<file path="config.mk">
export PLATFORM = sky130hd
export DESIGN_NAME = evt_flt_set
export DESIGN_NICKNAME = d
export VERILOG_FILES = /design/src/rtl/evt_flt_set_pkg.sv /design/src/rtl/evt_flt_bit.sv /design/src/rtl/evt_flt_set.sv
export SDC_FILE = /design/constraint.sdc
export NUM_CORES = 1
export LEC_CHECK = 0
export ABC_AREA = 1
export CORE_AREA = 2 2 82 84
export CTS_CLUSTER_SIZE = 10
export DETAILED_ROUTE_END_ITERATION = 8
export DIE_AREA = 0 0 84 86
export PLACE_DENSITY = 0.84
export SKIP_CTS_REPAIR_TIMING = 1
export SKIP_LAST_GASP = 1
export SYNTH_ARGS = -nofsm -noshare
export SYNTH_HDL_FRONTEND = slang
export SYNTH_SLANG_ARGS = --single-unit
</file>
<file path="constraint.sdc">
create_clock -name i_clk -period 1 [get_ports i_clk]
set_input_delay 0.2 -clock i_clk [delete_from_list [all_inputs] [get_ports i_clk]]
set_output_delay 0.2 -clock i_clk [all_outputs]
set_load 0.02 [all_outputs]
</file>
<file path="src/rtl/evt_flt_set_pkg.sv">
// rtl/evt_flt_set_pkg.sv - shared constants for the event filter/set block
package evt_flt_set_pkg;

    localparam int FLT_LEN_DEFAULT = 3;

    // A filter length of 0 behaves like 1: every settled change is accepted next edge.
    function automatic int flt_len_eff(input int len);
        return (len == 0) ? 1 : len;
    endfunction

endpackage

</file>
<file path="src/rtl/evt_flt_bit.sv">
// rtl/evt_flt_bit.sv - per-bit synchronizer, glitch filter and edge strobe
module evt_flt_bit
    import evt_flt_set_pkg::*;
#(
    parameter int   FLT_CNT_W = 4,
    parameter int   FLT_LEN   = FLT_LEN_DEFAULT,
    parameter logic SYNC_EN   = 1'b1
) (
    input  logic clk,
    input  logic rst,
    input  logic evt,
    input  logic evt_en,
    input  logic edge_sel,
    output logic wen
);

    localparam int FLT_LEN_EFF = flt_len_eff(FLT_LEN);
    localparam logic [FLT_CNT_W-1:0] CNT_LAST = FLT_CNT_W'(FLT_LEN_EFF - 1);

    logic                 sync;
    logic                 filt;
    logic [FLT_CNT_W-1:0] cnt;
    logic                 toggle;

    generate
        if (SYNC_EN) begin : g_sync
            logic [1:0] meta;
            always_ff @(posedge clk) begin
                if (rst) meta <= '0;
                else     meta <= {meta[0], evt};
            end
            assign sync = meta[1];
        end else begin : g_bypass
            assign sync = evt;
        end
    endgenerate

    assign toggle = (sync != filt) && (cnt == CNT_LAST);

    // Current filt equal to edge_sel means the toggle is in the selected direction.
    always_ff @(posedge clk) begin
        if (rst) begin
            filt <= 1'b0;
            cnt  <= '0;
            wen  <= 1'b0;
        end else begin
            wen <= toggle && evt_en && (filt == edge_sel);
            if (sync == filt) begin
                cnt <= '0;
            end else if (toggle) begin
                filt <= ~filt;
                cnt  <= '0;
            end else begin
                cnt <= cnt + 1'b1;
            end
        end
    end

endmodule

</file>
<file path="src/rtl/evt_flt_set.sv">
// rtl/evt_flt_set.sv - filtered event edges to status-register set strobes plus IRQ
module evt_flt_set
    import evt_flt_set_pkg::*;
#(
    parameter int   DW        = 8,
    parameter int   FLT_CNT_W = 4,
    parameter int   FLT_LEN   = FLT_LEN_DEFAULT,
    parameter logic SYNC_EN   = 1'b1
) (
    input  logic          i_clk,
    input  logic          i_rst,
    input  logic [DW-1:0] i_evt,
    input  logic [DW-1:0] i_evt_en,
    input  logic [DW-1:0] i_edge_sel,
    input  logic [DW-1:0] i_reg_data,
    input  logic [DW-1:0] i_irq_en,
    output logic [DW-1:0] o_lgc_wen,
    output logic [DW-1:0] o_lgc_wdata,
    output logic          o_irq
);

    logic [DW-1:0] wen;

    for (genvar i = 0; i < DW; i++) begin : g_bit
        evt_flt_bit #(
            .FLT_CNT_W (FLT_CNT_W),
            .FLT_LEN   (FLT_LEN),
            .SYNC_EN   (SYNC_EN)
        ) u_bit (
            .clk      (i_clk),
            .rst      (i_rst),
            .evt      (i_evt[i]),
            .evt_en   (i_evt_en[i]),
            .edge_sel (i_edge_sel[i]),
            .wen      (wen[i])
        );
    end

    // Only ever set bits; clearing is left to the CPU side of the register.
    assign o_lgc_wen   = wen;
    assign o_lgc_wdata = wen;

    always_ff @(posedge i_clk) begin
        if (i_rst) o_irq <= 1'b0;
        else       o_irq <= |(i_reg_data & i_irq_en);
    end

endmodule

</file>
==> flow_metrics.py <==
metrics = {
    "timing": {
        "max_slew_margin_pct": 83.3,
        "fmax_mhz": 978,
        "tightest_slew_ns": 0.251,
        "hold_viol": 0,
        "min_period_over_period_pct": 102,
        "finalSetupViolCount": 6,
        "rsz0062_at_grt": "true",
        "setup_slack_ns": -0.0226,
        "slew_violations": 0,
        "hold_ws_ns": 0.376,
        "fin_skew_ns": 0.00433,
        "finalCriticalPeriod_ns": 1.02,
    },
    "power": {
        "power_switching_mw": 1.08,
        "leakagePower_nw": 1.72,
        "p_clk_share_pct": 41.5,
        "p_comb_share_pct": 6.8,
        "power.internal_mw": 4.06,
        "p_total_mw": 5.14,
        "ir_drop_mv": 0.768,
        "swShare_pct": 20.9,
        "seqPwrFrac_pct": 51.7,
        "powerDensity_mw_per_mm2": 1340,
    },
    "route": {
        "routed_wl_mm": 5.45,
        "vias": 2358,
        "drtIter0Drc": 83,
        "drc": 0,
        "wire_per_inst_um": 10.8,
        "vias_per_cell": 4.66,
        "dr.pass1.iters": 4,
        "antenna_left": 0,
    },
    "clocking": {
        "cts_buffers": 9,
        "clockBufferDepth": 2,
        "cts_tree": "built",
        "ctsHtreeMaxLevel": 3,
        "clk_pin_slew_ns": 0.07,
        "cts_root_buf": "clkbuf_8",
        "cts_sinks": 65,
        "clk_latency_ns": 0.33,
    },
    "logic_synthesis": {
        "netlist_top_cells_area": "dfxtp_1, nor2_1, inv_1",
        "synth_common_cells": "nor2_1, dfxtp_1, inv_1",
        "synth_edf_count": 0,
        "synth_cells": 365,
        "syn-num-nets": 423,
        "synthMostInstantiatedCell": "nor2_1",
        "yosysSeqAreaShare_pct": 45.9,
        "syn_avg_cell_area_um2": 7.77,
        "syn_area_mm2": 0.00284,
        "synth_ff_type": "dfxtp_1",
        "yosysWarnings": 0,
        "async_reset_ff_share_pct": 0,
        "synth-seq-cells": 65,
        "synthDistinctLibCells": 18,
        "synth_top_area_share_pct": 45.9,
        "synth_top_area_cell": "dfxtp_1",
    },
    "global_route": {
        "grt_overflow": 0,
        "grt_pass1_wl_mm": 8.72,
        "grt_max_degree": 26,
        "grt_pass1_vias": 2210,
        "antenna_found_initial": 0,
        "grt_usage_pct": 15.1,
    },
    "floorplan": {
        "die_w_um": 84,
        "start_util_pct": 45.2,
        "die_y_um": 86,
        "fp.dieArea_mm2": 0.00722,
        "pin_count": 59,
        "std_cell_rows": 29,
        "core-area_mm2": 0.00628,
    },
    "outcome": {
        "outcome": "finished, violations left",
        "violations": "negative setup slack",
    },
    "critical_path": {
        "path_max_fanout": 4,
        "cp-end-kind": "flop",
        "arrival_ns": 1.29,
        "required_ns": 1.26,
        "worst_setup_path_start_kind": "flop",
        "path_class": "flop to flop",
    },
    "layout": {
        "syn_to_final_growth_pct": 35.4,
        "drive_above_1_share_pct": 25.2,
        "final_nets": 482,
        "diodes": 0,
    },
    "place": {
        "io_buffers": 58,
        "post-dp-hpwl_mm": 3.86,
        "finalWeightedCongestion": 0.736,
    },
    "flow_run": {
        "drv_cap": 0,
    },
    "hold_path": {
        "hp-class": "input pin to flop",
    },
}
==> cell type report <==
class | count | area [um2]
Fill cell | 536 | 2440
Multi-Input combinational cell | 223 | 1340
Sequential cell | 65 | 1330
Timing Repair Buffer | 68 | 666
Inverter | 57 | 219
Clock buffer | 13 | 149
Tap cell | 77 | 96.3
Clock inverter | 3 | 40.0
==> cells in the final DEF, fill, tap and decap left out, drive strengths merged <==
master and instances:
nor2 90, dfxtp 65, inv 56, nand2 52, clkdlybuf4s50 41, buf 27
nand3 24, ha 16, clkbuf 13, or2 8, xnor2 8, nand4 8
a21boi 8, o21ai 8, clkinv 3, a21oi 1, bufinv 1
==> power by group through the flow <==
stage          Sequential (mW)  Clock [mW]  Combinational, mW
2_1_floorplan             2.72           0              0.134
3_3_place_gp              2.71           0              0.327
3_5_place_dp              2.71           0              0.337
4_1_cts                   2.65        2.20              0.340
5_1_grt                   2.66        2.30              0.389
6_report                  2.66        2.13              0.350
==> final timing paths <==
check                                                           endpoint  cells past startpoint  slack (ns)                                     start
worst max-delay path                    g_bit[6].u_bit.cnt[1]$_SDFF_PP0_                      5       -0.02          g_bit[6].u_bit.cnt[0]$_SDFF_PP0_
worst min-delay path            g_bit[4].u_bit.g_sync.meta[0]$_SDFF_PP0_                      3        0.38                                  i_evt[4]
worst max register to register          g_bit[6].u_bit.cnt[1]$_SDFF_PP0_                      5       -0.02          g_bit[6].u_bit.cnt[0]$_SDFF_PP0_
worst min register to register  g_bit[6].u_bit.g_sync.meta[1]$_SDFF_PP0_                      2        0.40  g_bit[6].u_bit.g_sync.meta[0]$_SDFF_PP0_
==> stage by stage <==
stage	instances	util (%)	area, um2	setup TNS (ns)	setup WS, ns
after floorplan	365	-	2840	0	0.0162
after global placement	489	54.5	3420	-17.15	-0.271
after detailed placement	489	54.5	3420	-19.13	-0.327
after CTS	505	57.5	3610	-9.83	-0.514
after global routing	506	61.2	3840	-1.54	-0.105
final	506	61.2	3840	-0.0554	-0.0226
==> registers in the layout (all words and copies together) (netlist names) <==
| name | cells |
|---|---|
| g_bit.u_bit.cnt | 32 |
| g_bit.u_bit.g_sync.meta | 16 |
| o_irq | 1 |
| g_bit.u_bit.filt | 8 |
| g_bit.u_bit.wen | 8 |
==> layer usage <==
| layer | up-vias | GRT usage, % | wire length (um) |
|---|---|---|---|
| met5 | - | 0 | 0 |
| li1 | 1212 | - | - |
| met3 | 9 | 6.26 | 391 |
| met1 | 1070 | 15.5 | 2160 |
| met2 | 67 | 26.9 | 2810 |
| met4 | 0 | 7.33 | 85 |
==> worst max-delay path, cell delays in order (launching register included) <==
cell     delay (ns)
dfxtp_2        0.34
inv_2          0.05
ha_4           0.15
nand2_4        0.07
nand4_1        0.18
nor2_1         0.16
==> kinds of logic (layout without fill, tap and decap cells) <==
group	count (synthesis)	in the layout	share of synthesized area, %
simple gates	182	182	27.6
compound gates	17	17	3.71
buf+inv	77	141	13.2
flops	65	65	45.9
fa+ha+maj	16	16	7.06
xor+xnor	8	8	2.47
Note: power is estimated with default switching activity, not from simulation.
